[config.mk]
export PLATFORM = sky130hd
export DESIGN_NAME = mario_sprite_fetch
export DESIGN_NICKNAME = d
export VERILOG_FILES = /design/src/rtl/mario_sprite_pkg.sv /design/src/rtl/mario_pose_fsm.sv /design/src/rtl/mario_sprite_fetch.sv
export SDC_FILE = /design/constraint.sdc
export NUM_CORES = 1
export LEC_CHECK = 0
export ABC_AREA = 1
export CELL_PAD_IN_SITES_DETAIL_PLACEMENT = 1
export CELL_PAD_IN_SITES_GLOBAL_PLACEMENT = 2
export CORE_ASPECT_RATIO = 0.8
export CORE_UTILIZATION = 29
export DETAILED_ROUTE_END_ITERATION = 6
export GPL_TIMING_DRIVEN = 0
export PLACE_DENSITY = 0.85
export SETUP_SLACK_MARGIN = 0.02
export SLEW_MARGIN = 20
export SYNTH_ARGS = -nofsm -noshare
export SYNTH_HDL_FRONTEND = slang
export SYNTH_SLANG_ARGS = --single-unit
[constraint.sdc]
create_clock -name Clk -period 2.09 [get_ports Clk]
set_input_delay 0.5225 -clock Clk [delete_from_list [all_inputs] [get_ports Clk]]
set_output_delay 0.5225 -clock Clk [all_outputs]
set_load 0.1 [all_outputs]
[src/rtl/mario_sprite_pkg.sv]
// Shared types and constants for the Mario sprite fetch path.
// Pose encoding doubles as the low two bits of the sprite ROM select.
package mario_sprite_pkg;

    typedef enum logic [1:0] {
        STAND  = 2'd0,
        WALK_A = 2'd1,
        WALK_B = 2'd2,
        JUMP   = 2'd3
    } pose_t;

    localparam int          SPR_W        = 21;
    localparam int          SPR_H        = 21;
    localparam logic [23:0] KEY_COLOR    = 24'h800080;
    localparam int          SPRITE_SEL_W = 3;

endpackage

[src/rtl/mario_pose_fsm.sv]
// Frame-rate pose FSM: syncs frame_clk, picks stand/walk/jump art and latches facing.
// sprite_sel changes 3 clk after a frame_clk rising edge; never stalls, no backpressure.
module mario_pose_fsm
    import mario_sprite_pkg::*;
#(
    parameter int WALK_PERIOD = 6
) (
    input  logic                    Clk,
    input  logic                    Reset_n,
    input  logic                    frame_clk,
    input  logic                    moving,
    input  logic                    airborne,
    input  logic                    facing_left,
    output logic [SPRITE_SEL_W-1:0] sprite_sel
);

    localparam int               CNT_W    = $clog2(WALK_PERIOD) + 1;
    localparam logic [CNT_W-1:0] CNT_LAST = CNT_W'(WALK_PERIOD - 1);

    logic             fsync1;
    logic             fsync2;
    logic             fprev;
    logic             frame_tick;
    pose_t            pose;
    logic [CNT_W-1:0] walk_cnt;
    logic             facing;

    assign frame_tick = fsync2 & ~fprev;
    assign sprite_sel = {facing, pose};

    // Pose, counter and facing only move on frame_tick so art is stable for a whole frame.
    always_ff @(posedge Clk or negedge Reset_n) begin
        if (!Reset_n) begin
            fsync1   <= 1'b0;
            fsync2   <= 1'b0;
            fprev    <= 1'b0;
            pose     <= STAND;
            walk_cnt <= '0;
            facing   <= 1'b0;
        end else begin
            fsync1 <= frame_clk;
            fsync2 <= fsync1;
            fprev  <= fsync2;
            if (frame_tick) begin
                if (pose != JUMP)
                    facing <= facing_left;
                walk_cnt <= '0;
                case (pose)
                    STAND: begin
                        if (airborne)
                            pose <= JUMP;
                        else if (moving)
                            pose <= WALK_A;
                    end
                    WALK_A, WALK_B: begin
                        if (airborne)
                            pose <= JUMP;
                        else if (!moving)
                            pose <= STAND;
                        else if (walk_cnt == CNT_LAST)
                            pose <= (pose == WALK_A) ? WALK_B : WALK_A;
                        else
                            walk_cnt <= walk_cnt + CNT_W'(1);
                    end
                    JUMP: begin
                        if (!airborne)
                            pose <= moving ? WALK_A : STAND;
                    end
                    default: pose <= STAND;
                endcase
            end
        end
    end

endmodule

[src/rtl/mario_sprite_fetch.sv]
// Sprite address stage: hit-tests the VGA pixel against Mario's box, addresses the ROM, flags key colour.
// Latency 1 clk to read_address, 2 clk to pixel_*; 1 pixel/clk, no backpressure (always advances).
module mario_sprite_fetch
    import mario_sprite_pkg::*;
#(
    parameter int                 SPR_W       = mario_sprite_pkg::SPR_W,
    parameter int                 SPR_H       = mario_sprite_pkg::SPR_H,
    parameter int                 ADDR_W      = 9,
    parameter int                 COLOR_W     = 24,
    parameter logic [COLOR_W-1:0] KEY_COLOR   = mario_sprite_pkg::KEY_COLOR,
    parameter int                 WALK_PERIOD = 6
) (
    input  logic                    Clk,
    input  logic                    Reset_n,
    input  logic                    frame_clk,
    input  logic                    pix_valid,
    input  logic [9:0]              DrawX,
    input  logic [9:0]              DrawY,
    input  logic [9:0]              MarioX,
    input  logic [9:0]              MarioY,
    input  logic                    moving,
    input  logic                    airborne,
    input  logic                    facing_left,
    output logic [ADDR_W-1:0]       read_address,
    output logic [SPRITE_SEL_W-1:0] sprite_sel,
    input  logic [COLOR_W-1:0]      rom_color,
    output logic [COLOR_W-1:0]      pixel_color,
    output logic                    pixel_opaque,
    output logic                    pixel_valid_o
);

    logic [10:0]       px;
    logic [10:0]       py;
    logic [10:0]       x_lo;
    logic [10:0]       x_hi;
    logic [10:0]       y_lo;
    logic [10:0]       y_hi;
    logic              in_box;
    logic [9:0]        dx;
    logic [9:0]        dy;
    logic [ADDR_W-1:0] addr_nxt;
    logic              s1_inbox;
    logic              s1_valid;

    // 11-bit compare so a sprite hanging off the right/bottom edge never wraps to column 0.
    assign px   = {1'b0, DrawX};
    assign py   = {1'b0, DrawY};
    assign x_lo = {1'b0, MarioX};
    assign y_lo = {1'b0, MarioY};
    assign x_hi = x_lo + 11'(SPR_W);
    assign y_hi = y_lo + 11'(SPR_H);

    assign in_box = pix_valid && (px >= x_lo) && (px < x_hi) && (py >= y_lo) && (py < y_hi);

    assign dx       = DrawX - MarioX;
    assign dy       = DrawY - MarioY;
    assign addr_nxt = ADDR_W'(dy) * ADDR_W'(SPR_W) + ADDR_W'(dx);

    always_ff @(posedge Clk or negedge Reset_n) begin
        if (!Reset_n) begin
            read_address  <= '0;
            s1_inbox      <= 1'b0;
            s1_valid      <= 1'b0;
            pixel_color   <= '0;
            pixel_opaque  <= 1'b0;
            pixel_valid_o <= 1'b0;
        end else begin
            read_address  <= in_box ? addr_nxt : '0;
            s1_inbox      <= in_box;
            s1_valid      <= pix_valid;
            pixel_color   <= s1_inbox ? rom_color : '0;
            pixel_opaque  <= s1_valid & s1_inbox & (rom_color != KEY_COLOR);
            pixel_valid_o <= s1_valid;
        end
    end

    mario_pose_fsm #(
        .WALK_PERIOD (WALK_PERIOD)
    ) u_pose_fsm (
        .Clk         (Clk),
        .Reset_n     (Reset_n),
        .frame_clk   (frame_clk),
        .moving      (moving),
        .airborne    (airborne),
        .facing_left (facing_left),
        .sprite_sel  (sprite_sel)
    );

endmodule

==> Yosys cells after proc, flatten, opt, wreduce, memory -nomap -nowiden <==
Index checks and enable logic that the tools add are counted.
{ "word_totals": {"reg_bits": 47, "rom_bits": 0, "word_cells": 59, "latch_bits": 0, "memories": 0, "ram_bits": 0} }
{ "classes": {"n_shift": 0, "eq_ne": 9, "n_lt_le_gt_ge": 4, "bitwise_logic": 4, "addsub": 6, "mux": 15, "n_reduce_logical": 8, "div": 0, "n_mul": 1} }
{ "op_table": {"columns": ["operator", "count"], "rows": [
  ["$mux W24", 1],
  ["$ne A24 B24 Y1 const B", 1],
  ["$add A10 B5 Y11 const B", 2],
  ["$lt A10 B11 Y1", 2],
  ["$ge A10 B10 Y1", 2],
  ["$sub A9 B9 Y9", 2],
  ["$mux W4", 4],
  ["$mux W2", 7],
  ["$add A9 B9 Y9", 1],
  ["$mul A9 B5 Y9 const B", 1],
  ["$mux W9", 1],
  ["$pmux W2 S3", 1],
  ["$add A4 B1 Y4 const B", 1],
  ["$eq A2 B2 Y1 const B", 2],
  ["$eq A4 B3 Y1 const B", 1],
  ["$logic_and A1 B1 Y1", 4],
  ["$ne A2 B2 Y1 const B", 2],
  ["$ne A4 B3 Y1 const B", 1],
  ["$reduce_and A4 Y1", 1],
  ["$and A1 B1 Y1", 3],
  ["$ne A3 B3 Y1 const B", 1],
  ["$eq A2 B1 Y1 const B", 1],
  ["$logic_not A2 Y1", 1],
  ["$reduce_and A2 Y1", 1],
  ["other kinds (3)", 3]
]} }

==> Depth between registers and ports, before layout <==
Gate-level depths: netlist of the first run.
{ "logic_depth": {"depth_word": 6, "depth_mapped": 26, "mapped_depth_nobuf": 26} }

==> Modules after synthesis <==
From an unflattened synthesis of the first run, not the netlist that was laid out.
{ "unflattened": {"cells_unflattened": 569, "area_unflattened_um2": 4471.8} }
{ "by_module_without_submodules": {"columns": ["mod", "instances", "cells_per_inst", "seq_area_each_um2", "area_per_inst_um2"], "rows": [
  ["mario_sprite_fetch", 1, 493, 925.9, 3852.4],
  ["mario_pose_fsm", 1, 76, 250.2, 619.3]
]} }

==> Worst setup path after synthesis of the first run <==
OpenSTA, ideal clock, no wires.
{ "synth_timing": {"path_type": "input port to flip-flop", "startpoint": "input port MarioY[2]", "endpoint": "register read_address[8]", "cell_stages": 25, "n_path_buf": 0, "t_arrival_ps": 4559, "setup_time_ps": 119, "path_slack_ps": -2587, "path_cell_list": "inv_1 -> ha_1 -> nand2_1 -> o21ai_0 -> a21oi_1 -> nor2_1 -> nor2_1 -> xor2_1 -> inv_1 -> ha_1 -> inv_1 -> fa_1 -> inv_1 -> fa_1 -> inv_1 -> fa_1 -> inv_1 -> ha_1 -> a21oi_1 -> o21ai_0 -> a21oi_1 -> nand3b_1 -> nand3_1 -> nand2_1 -> nor2_2"} }
{ "synth_via": {"elab_chain_cells": 4, "word_cells_on_any_way": 9, "cone_classes": "3 x add/sub; 1 x mul; 2 x order compare; 1 x mux; 2 x reduce/logical"} }
{ "synth_lines": {"columns": ["element", "line", "rtl"], "rows": [
  ["start, declared", "mario_sprite_fetch.sv:20", "input logic [9:0] MarioY,"],
  ["$sub A9 B9 Y9 (tied with other cells)", "mario_sprite_fetch.sv:56", "assign dy = DrawY - MarioY;"],
  ["$mul A9 B5 Y9 (tied with other cells)", "mario_sprite_fetch.sv:57", "assign addr_nxt = ADDR_W'(dy) * ADDR_W'(SPR_W) + ADDR_W'(dx);"],
  ["$add A9 B9 Y9 / $logic_and A1 B1 Y1 (equally long branches)", "mario_sprite_fetch.sv:57, mario_sprite_fetch.sv:53", null],
  ["$mux W9 (*)", "mario_sprite_fetch.sv:68", "read_address <= in_box ? addr_nxt : '0;"],
  ["end signal, assigned", "mario_sprite_fetch.sv:68", null],
  ["end, declared", "mario_sprite_fetch.sv:24", "output logic [ADDR_W-1:0] read_address,"]
]} }
Mark *: on every way between the ends. The rest lies on a longest branch, timed or not.
A chain may end at the register's enable or synchronous reset.

==> Worst setup path after layout of the first run <==
Ends and elaborated chain as after synthesis.

==> results.md, run 1 <==
* Max clock buf depth at 2
* Most frequent cells in the layout: inv_1 (114), nand2_1 (89), ha_1 (53)
* R2R Path End: u_pose_fsm.pose[1]
* Final hold vios at 0
* Worst Clk Skew at 0.00782 ns
* Fin worst setup slack at -2.29 ns
* Hold crit path type: in -> async
* H-tree levels at 2
* GRT Util Overall at 0.161
* Num CTS Buffers at 5
* Violation count after the first detailed-routing iteration at 123
* F_max at 228 MHz
* Final GP Congestion at 0.801
* Place WS at -3.31 ns
* CTS sink cnt at 47
* Via count at 3933
* Die area at 15500 um^2
* Most common cell after layout, fill and taps aside: inv_1
* Max IR drop VDD at 0.775 mV
* Layout cells sized above 1 at 0.221
* Status: finished with violations
* CTS clk-pin slew, worst paths at 0.07 ns
* Fin nets at 850
* Origin of the worst setup path: MarioY[2]
* Power per Cell Area at 1110 nW/um^2
* Drt wl/cell at 14.0 um
* Skew-Pair Late Insertion Delay at 0.29 ns
* DRT Pass-1 Iters at 6
* Leakage at 0.00357 uW
* Cell Area, Synth at 4360 um^2
* Relative slew slack at 0.321
* Drt via density at 4.51
* Gate Count Post-Synth at 545
* CP Launch Type: primary input
* Syn avg cell area at 8.01 um^2
* Post-route cell area at 6600 um^2
* Crit path max fanout at 3
* Number of buffers added on ports at 108
* Final wirelength at 12200 um
* DRC viols at 16
* Initial Util at 0.301
* Crit end category: register
* Seq/Total Area, Yosys at 0.269
* Diodes inserted at 0
* R2R cell count at 7
* Final setup viols at 10
* Grt total ovfl at 0
* MaxCap Viol Count at 0
* Pin count of the biggest net entering global routing at 28
* TritonCTS clock tree: done
* Max-slew violations at 0
* Worst R2R Setup Slack at 0.28 ns
* Synth warn at 0
* Die width at 139 um
* RSZ-0062 raised after global routing: yes
* Antenna violations before repair at 0
* CTS root buffer: clkbuf_16
* Hpwl dp at 9870 um
* # hold bufs at CTS at 0
* Vias in the first global route at 4296
* Min Tclk post-route at 4.38 ns
* Post-DRT Antenna Nets at 0
* Worst Tran Pin Value at 1.02 ns
* Worst reg2reg startpoint: u_pose_fsm.pose[0]
* # rows at 39
* Core area at 14500 um^2
* Crit path arrival time at 4.55 ns
* Syn Nets at 707
* Area Overhead vs Synth at 51.1%
* Fill cells at 1720
* Failing checks: design-rule violations, negative setup slack
* IO Pins at 109
* Tcrit/Tclk final at 2.10
* First-pass GRT wire length at 20100 um
* Worst endpoint required time at 2.27 ns
* Die Y at 112 um
* Flops & latches, synth at 47
* Worst setup endpoint: read_address[8]
* Synth unique cells at 34
* Dpl cell area at 5870 um^2
* Crit Path Class: in -> reg
* Utilization after layout at 0.455
where the power goes:
part           switching, uW  total [uW]  leakage (uW)  internal, uW
clock network            331         810     0.0000741           479
registers               46.5        1030      0.000634           983
logic                   2980        5510       0.00286          2530
total                   3350        7350       0.00357          3990
cells by family after synthesis:
group                      Yosys count  share of synthesized area
and+or+nand+nor                    185                      0.190
buffers and inverters              137                      0.119
adders and majority gates           91                      0.290
AOI/OAI and AO/OA                   56                     0.0728
DFF                                 47                      0.269
xor gates and xnor gates            28                     0.0562
muxes                                1                    0.00258
registers in the layout, summed over array words and instances, names as in the netlist:
register / count
pixel_color: 24
pixel_opaque: 1
pixel_valid_o: 1
read_address: 9
s1_inbox: 1
s1_valid: 1
u_pose_fsm.facing: 1
u_pose_fsm.fprev: 1
u_pose_fsm.fsync1: 1
u_pose_fsm.fsync2: 1
u_pose_fsm.pose: 2
u_pose_fsm.walk_cnt: 4
metal layers:
metal	wire [um]	track usage	vias up
met5	0	0	-
met4	99	0.0304	0
met3	450	0.0219	9
met2	5910	0.286	96
met1	5780	0.208	1843
li1	-	-	1985
cells in the mapped netlist:
cell type / instances / share of area
xnor2_1: 5 / 0.010
fa_1: 17 / 0.078
nand3_2: 2 / 0.0046
ha_1: 74 / 0.21
nand2_2: 7 / 0.010
inv_1: 133 / 0.11
o21a_1: 2 / 0.0034
nor3_1: 8 / 0.0092
nor4b_1: 1 / 0.0020
or2_2: 2 / 0.0029
nor2_2: 3 / 0.0043
nand3_4: 1 / 0.0040
nor4_1: 5 / 0.0072
a21oi_2: 1 / 0.0020
dfrtp_1: 47 / 0.27
nand4_1: 3 / 0.0043
a221oi_1: 1 / 0.0020
a221o_1: 1 / 0.0023
nand2_1: 102 / 0.088
xor2_1: 23 / 0.046
nand3b_1: 3 / 0.0052
buf_4: 1 / 0.0017
a21o_1: 2 / 0.0034
clkbuf_1: 3 / 0.0026
nor2_1: 27 / 0.023
nor2_4: 1 / 0.0026
o21ai_0: 15 / 0.017
o211ai_1: 3 / 0.0052
o21bai_2: 1 / 0.0026
o21ai_1: 1 / 0.0011
nand3_1: 20 / 0.023
o22ai_1: 1 / 0.0014
a21oi_1: 28 / 0.032
mux2_2: 1 / 0.0026
area by class of cell:
class	count	area, um^2	area share
buffer	4	18.8	0.00285
inverter	133	524	0.0795
tap	184	230	0.0349
clock inverter	1	8.76	0.00133
multi-input combinational	362	3210	0.487
clock buffer	7	143	0.0216
timing repair buffer	135	1280	0.194
sequential	47	1180	0.179
worst max-delay path, stage by stage:
cell	delay (ns)
buf_12	0.11
inv_12	0.04
ha_4	0.20
a21oi_4	0.14
o21ai_4	0.08
a21oi_2	0.13
nor2_2	0.05
nor2_2	0.13
xor2_1	0.16
inv_1	0.08
ha_1	0.28
inv_1	0.04
fa_1	0.47
inv_1	0.06
fa_1	0.49
inv_1	0.05
fa_1	0.49
inv_2	0.05
ha_4	0.29
nand2_1	0.10
nor2_4	0.10
a21oi_2	0.07
nand3b_1	0.17
nand2_1	0.08
nand2_1	0.04
nand2_1	0.06
nor2_2	0.03
stage by stage:
step	power [uW]	hold WS [ns]	cells	setup TNS [ns]
6_report	7350	0.191	873	-15.47
3_5_place_dp	5190	0.348	838	-23.58
3_3_place_gp	5050	0.336	837	-56.59
4_1_cts	6870	0.214	870	-14.50
5_1_grt	7970	0.236	873	-16.83
2_1_floorplan	4240	0.227	545	-13.36
worst min path at each step:
stage,from,endpoint,depth (start not counted)
3_3_place_gp,u_pose_fsm.fsync1,u_pose_fsm.fsync2,0
2_1_floorplan,Reset_n,pixel_color[0],0
4_1_cts,Reset_n,u_pose_fsm.facing,1
6_report,Reset_n,u_pose_fsm.facing,1
5_1_grt,Reset_n,u_pose_fsm.pose[1],1
3_5_place_dp,u_pose_fsm.fsync1,u_pose_fsm.fsync2,0
timing repair:
action                                  in CTS  in global routing
resized for setup                          173                 19
buffers inserted                            23                  3
cloned                                       1                  0
endpoints found under the setup margin      48                 12
pin swaps                                   59                 23
No activity file was read; power rests on OpenSTA's default activity.
==> run 2, diff against run 1 <==
- CORE_UTILIZATION: 29 -> 26
- PLACE_DENSITY: 0.85 -> 0.78
==> run 2 against run 1 <==
Die area increased by 11%. Global-route usage is 1.6 points lower. Final cell count up 3.3%. First-iteration DRC count decreased by 40%. Critical path type unchanged. Via count fell by 0.48%. Setup slack improved by 0.023 ns. Clock skew fell by 0.0041 ns. Core utilization is 4.6 points lower. Critical endpoint unchanged. Register-to-register slack is essentially flat. The flow finishes with violations (negative setup slack). Final area shrank 0.17%. Routed wire length shrank 1.2%.
==> results.md, run 2 (synthesized netlist as in run 1, its figures left out) <==
* Status: finished with violations (unchanged)
* Failing checks: negative setup slack (was design-rule violations, negative setup slack)
* Die width at 147 um (was 139 um)
* Diodes inserted at 0 (unchanged)
* # rows at 41 (was 39)
* Most frequent cells in the layout: inv_1 (113), nand2_1 (89), ha_1 (51) (was inv_1 (114), nand2_1 (89), ha_1 (53))
* Grt total ovfl at 0 (unchanged)
* Max-slew violations at 0 (unchanged)
* Worst endpoint required time at 2.26 ns (was 2.27 ns)
* Finished Layout Cells at 902 (was 873)
* CTS clk-pin slew, worst paths at 0.06 ns (was 0.07 ns)
* Final wirelength at 12100 um (was 12200 um)
* Via count at 3914 (was 3933)
* Fill cells at 1896 (was 1720)
* First-pass GRT wire length at 20500 um (was 20100 um)
* Area Overhead vs Synth at 50.9% (was 51.1%)
* Final hold vios at 0 (unchanged)
* Dpl cell area at 5910 um^2 (was 5870 um^2)
* Worst Tran Pin Value at 1.00 ns (was 1.02 ns)
* Initial Util at 0.271 (was 0.301)
* GRT Util Overall at 0.144 (was 0.161)
* Post-route cell area at 6580 um^2 (was 6600 um^2)
* R2R Path End: u_pose_fsm.pose[1] (unchanged)
* Violation count after the first detailed-routing iteration at 74 (was 123)
* Biggest regs: pixel_color x24, read_address x9, u_pose_fsm.walk_cnt x4 (unchanged)
* Number of buffers added on ports at 108 (unchanged)
* Crit Path Class: in -> reg (unchanged)
* Worst R2R Setup Slack at 0.27 ns (was 0.28 ns)
* Worst reg2reg startpoint: u_pose_fsm.pose[0] (unchanged)
* DP Cell Count at 869 (was 838)
* Hold crit path type: in -> async (unchanged)
* CTS root buffer: clkbuf_16 (unchanged)
* Num CTS Buffers at 5 (unchanged)
* M1 GR Usage at 0.192 (was 0.208)
* Layout cells sized above 1 at 0.215 (was 0.221)
* TritonCTS clock tree: done (unchanged)
* Tcrit/Tclk final at 2.08 (was 2.10)
* Max IR drop VDD at 0.482 mV (was 0.775 mV)
* Worst Clk Skew at 0.00374 ns (was 0.00782 ns)
* DRC viols at 0 (was 16)
* DRT Pass-1 Iters at 6 (unchanged)
* Antenna violations before repair at 0 (unchanged)
* CP Launch Type: primary input (unchanged)
* Core area at 16100 um^2 (was 14500 um^2)
* Min Tclk post-route at 4.36 ns (was 4.38 ns)
* Crit path max fanout at 3 (unchanged)
* H-tree levels at 2 (unchanged)
* Die area at 17300 um^2 (was 15500 um^2)
* Hold WS at 0.186 ns (was 0.191 ns)
* Power Total at 7080 uW (was 7350 uW)
* Max reg flops at 24 (unchanged)
* CTS sink cnt at 47 (unchanged)
* MaxCap Viol Count at 0 (unchanged)
* Final GP Congestion at 0.791 (was 0.801)
* RSZ-0062 raised after global routing: yes (unchanged)
* Leakage at 0.00353 uW (was 0.00357 uW)
* Drt wl/cell at 13.4 um (was 14.0 um)
* Met3 GRT Util at 0.0167 (was 0.0219)
* Grt met2 use at 0.254 (was 0.286)
* Gr busiest metal: met2 (unchanged)
* # hold bufs at CTS at 0 (unchanged)
* Final setup viols at 10 (unchanged)
* Hpwl dp at 9890 um (was 9870 um)
* R2R cell count at 7 (unchanged)
* Most common cell after layout, fill and taps aside: inv_1 (unchanged)
* Vias in the first global route at 4325 (was 4296)
* Power per Cell Area at 1080 nW/um^2 (was 1110 nW/um^2)
* Die Y at 118 um (was 112 um)
* Pin count of the biggest net entering global routing at 29 (was 28)
* Post-DRT Antenna Nets at 0 (unchanged)
* IO Pins at 109 (unchanged)
* Crit path arrival time at 4.53 ns (was 4.55 ns)
* Fin worst setup slack at -2.27 ns (was -2.29 ns)
* Relative slew slack at 0.333 (was 0.321)
* Max clock buf depth at 2 (unchanged)
* Drt via density at 4.34 (was 4.51)
* Setup TNS at -14.69 ns (was -15.47 ns)
* Crit end category: register (unchanged)
* F_max at 230 MHz (was 228 MHz)
* Skew-Pair Late Insertion Delay at 0.28 ns (was 0.29 ns)
* Top reg by flops: pixel_color (unchanged)
* Fin nets at 848 (was 850)
run 2: cell types whose count changed in the layout (fill, tap and decap cells not counted), moves of 2 or more:
cell and delta:
nor2_2 -2, ha_1 -2, nand2_2 +5, nor2_1 +3, buf_2 +2, nand2_4 -5, clkdlybuf4s15_2 -3
run 2: worst max-delay path by stage:
stage / start / endpoint / cells after the start
after detailed placement: MarioY[2] / read_address[8] / 24
after global placement: MarioY[2] / read_address[8] / 24
after global routing: MarioY[2] / read_address[8] / 26
after CTS: MarioY[2] / read_address[8] / 27
after floorplan: MarioY[2] / read_address[8] / 26
final: MarioY[2] / read_address[8] / 25
run 2: cell type report:
class                      instances  area (um^2)  area share
buffer                             4         18.8     0.00285
clock buffer                       7          133      0.0201
clock inverter                     1         30.0     0.00456
inverter                         133          527      0.0800
multi-input combinational        362         3180       0.483
sequential                        47         1180       0.179
tap                              215          269      0.0409
timing repair buffer             133         1240       0.189
run 2: worst max-delay path, cell delays in order:
cell and delay [ns]:
buf_12 0.11, inv_12 0.04, ha_4 0.20, a21oi_4 0.17
o21ai_4 0.08, a21oi_2 0.11, nor2_1 0.06, nor2_1 0.14
xor2_1 0.16, inv_1 0.08, ha_1 0.29, inv_1 0.06
fa_1 0.44, fa_1 0.51, fa_1 0.55, inv_2 0.05
ha_4 0.28, nand2_2 0.07, o21ai_2 0.14, a21oi_2 0.06
nand3b_1 0.17, nand2_1 0.08, nand2_1 0.05, nand2_1 0.07
nor2_2 0.03
run 2: per-layer routing:
layer,wire length (um),part of all wire
met5,0,0
met4,68,0.0056
met3,456,0.038
met2,5730,0.47
met1,5830,0.48
run 2: power breakdown:
| part | internal, uW | switching (uW) | total [uW] |
|---|---|---|---|
| Sequential | 983 | 40.1 | 1020 |
| Combinational | 2360 | 2810 | 5170 |
| Clock | 566 | 322 | 887 |
| Total | 3910 | 3170 | 7080 |
run 2: timing repair:
item                       4_1_cts  5_1_grt
setup endpoints to repair       48       12
setup buffers                   22        3
gates cloned                     1        0
resized for setup              184       10
pin swaps                       61       29
run 2: metrics by stage:
stage | worst slack, ns | utilization
floorplan | -2.23 | -
global placement | -3.29 | 0.366
detailed placement | -3.34 | 0.367
CTS | -2.24 | 0.405
global route | -2.48 | 0.409
finish | -2.27 | 0.409
==> run 3, diff against run 2 <==
- CTS_BUF_LIST: not set -> sky130_fd_sc_hd__clkbuf_16
- SLEW_MARGIN: 20 -> not set
==> run 3 against run 2 <==
Flip-flop and latch count unchanged. Count of clock-buffer cells in the layout decreased by 2. Final cell count unchanged. Combinational power about the same. Largest power group unchanged. Non-clock buffer count unchanged. Power decreased by 0.28%. Global-route usage unchanged. The flow still finishes with violations (negative setup slack).
==> results.md, run 3 (synthesized netlist as in run 1, its figures left out) <==
* Status: finished with violations (unchanged)
* Failing checks: negative setup slack (unchanged)
* Utilization after layout at 0.409 (unchanged)
* Crit end category: register (unchanged)
* Tcrit/Tclk final at 2.08 (about the same)
* Worst Clk Skew at 0.00474 ns (was 0.00374 ns)
* Die Y at 118 um (unchanged)
* Die width at 147 um (unchanged)
* Final hold vios at 0 (unchanged)
* Number of buffers added on ports at 108 (unchanged)
* Diodes inserted at 0 (unchanged)
* Comb power frac at 0.731 (was 0.730)
* Fin nets at 848 (unchanged)
* Internal power at 3900 uW (was 3910 uW)
* F_max at 229 MHz (was 230 MHz)
* Initial Util at 0.271 (unchanged)
* H-tree levels at 2 (unchanged)
* TritonCTS clock tree: done (unchanged)
* Final GP Congestion at 0.791 (unchanged)
* Vias in the first global route at 4325 (unchanged)
* Worst endpoint required time at 2.27 ns (was 2.26 ns)
* Power per Cell Area at 1070 nW/um^2 (was 1080 nW/um^2)
* CP max stage delay at 0.55 ns (about the same)
* Crit path max fanout at 3 (unchanged)
* RSZ-0062 raised after global routing: yes (unchanged)
* Max-slew violations at 0 (unchanged)
* Core area at 16100 um^2 (unchanged)
* Drt via density at 4.34 (about the same)
* Final setup viols at 10 (unchanged)
* CTS sink cnt at 47 (unchanged)
* NetSw at 3160 uW (was 3170 uW)
* Hold crit path type: in -> async (unchanged)
* DRC viols at 0 (unchanged)
* Worst Tran Pin Value at 1.00 ns (about the same)
* Layout cells sized above 1 at 0.215 (unchanged)
* Hpwl dp at 9890 um (unchanged)
* Skew-Pair Late Insertion Delay at 0.28 ns (about the same)
* Sw Share at 0.447 (about the same)
* Final wirelength at 12100 um (about the same)
* # hold bufs at CTS at 0 (unchanged)
* # rows at 41 (unchanged)
* Biggest regs: pixel_color x24, read_address x9, u_pose_fsm.walk_cnt x4 (unchanged)
* GRT Util Overall at 0.144 (unchanged)
* Max reg flops at 24 (unchanged)
* Fill cells at 1896 (unchanged)
* DRT Pass-1 Iters at 4 (was 6)
* MaxCap Viol Count at 0 (unchanged)
* Antenna violations before repair at 0 (unchanged)
* Leakage at 0.00354 uW (was 0.00353 uW)
* Critical path's slowest cell: fa_1 (unchanged)
* Top reg by flops: pixel_color (unchanged)
* Num CTS Buffers at 5 (unchanged)
* Relative slew slack at 0.335 (was 0.333)
* CTS clk-pin slew, worst paths at 0.06 ns (about the same)
* Area Overhead vs Synth at 50.9% (unchanged)
* CTS root buffer: clkbuf_16 (unchanged)
* Min Tclk post-route at 4.36 ns (about the same)
* Max clock buf depth at 2 (unchanged)
* Drt wl/cell at 13.4 um (about the same)
* Clock network power share at 0.124 (was 0.125)
* CP Launch Type: primary input (unchanged)
* Most frequent cells in the layout: inv_1 (115), nand2_1 (89), ha_1 (51) (was inv_1 (113), nand2_1 (89), ha_1 (51))
* First-pass GRT wire length at 20500 um (unchanged)
* Pin count of the biggest net entering global routing at 29 (unchanged)
* Post-DRT Antenna Nets at 0 (unchanged)
* Crit path arrival time at 4.53 ns (about the same)
* IO Pins at 109 (unchanged)
* Max IR drop VDD at 0.475 mV (was 0.482 mV)
* Crit Path Class: in -> reg (unchanged)
* Most common cell after layout, fill and taps aside: inv_1 (unchanged)
* Grt total ovfl at 0 (unchanged)
* Seq pwr share at 0.145 (was 0.144)
* Via count at 3918 (was 3914)
* Setup TNS at -14.69 ns (about the same)
* Fin worst setup slack at -2.27 ns (about the same)
* Die area at 17300 um^2 (unchanged)
* Violation count after the first detailed-routing iteration at 77 (was 74)
run 3: cell count changes in the layout (fill, tap and decap cells not counted):
| cell | delta |
|---|---|
| clkbuf_1 | -2 |
| inv_1 | +2 |
run 3: power groups by stage:
stage	Sequential (uW)	Clock (uW)	Combinational (uW)
floorplan	1380	0	2870
global placement	1040	0	4040
detailed placement	1050	0	4230
CTS	1030	906	4980
global route	1040	940	5740
finish	1020	877	5160
run 3: area by class of cell:
| type | instances | area (um^2) | area share |
|---|---|---|---|
| plain buffers | 4 | 18.8 | 0.00285 |
| well taps | 215 | 269 | 0.0409 |
| repair buffers | 133 | 1240 | 0.189 |
| clock buffers | 5 | 125 | 0.0190 |
| inverters | 133 | 527 | 0.0800 |
| multi-input cells | 362 | 3180 | 0.483 |
| clock inverters | 3 | 37.5 | 0.00570 |
| flip-flops and latches | 47 | 1180 | 0.179 |
run 3: timing repair:
| item | 4_1_cts | 5_1_grt |
|---|---|---|
| hold endpoints to repair | 0 | 0 |
| pin swaps | 61 | 29 |
| cloned | 1 | 0 |
| setup buffers | 22 | 3 |
| endpoints found under the setup margin | 48 | 12 |
| resized for setup | 184 | 10 |
run 3: worst paths after layout:
kind                            cells after the start  slack, ns                 end               start
max in group asynchronous                           2       1.40     pixel_color[20]             Reset_n
worst max register to register                      7       0.28  u_pose_fsm.pose[1]  u_pose_fsm.pose[0]
worst min-delay path                                1       0.18  u_pose_fsm.pose[1]             Reset_n
worst max-delay path                               25      -2.27     read_address[8]           MarioY[2]
worst min register to register                      0       0.35   u_pose_fsm.fsync2   u_pose_fsm.fsync1
min in group Clk                                    0       0.35   u_pose_fsm.fsync2   u_pose_fsm.fsync1
run 3: worst max-delay path: cells and delay by family:
kind	cells	cell delay (ns)
AND/OR/NAND/NOR	8	0.67
AO/OA/AOI/OAI	5	0.56
adder cells (fa/ha/maj)	6	2.27
buffers and inverters	5	0.34
XOR/XNOR	1	0.16
run 3: per-layer routing:
metal	GRT usage	wire, um	up-vias
met1	0.192	5820	1846
met3	0.0167	455	5
met4	0.0215	68	0
li1	-	-	1972
met5	0	0	-
met2	0.254	5740	95
run 3: through the flow:
step	total power, uW	std cells	instance area, um^2	setup slack (ns)	hold WS (ns)
2_1_floorplan	4240	545	4540	-2.23	0.227
3_3_place_gp	5080	868	5890	-3.29	0.336
3_5_place_dp	5270	869	5910	-3.34	0.338
4_1_cts	6910	900	6530	-2.24	0.194
5_1_grt	7710	902	6580	-2.48	0.216
6_report	7060	902	6580	-2.27	0.185
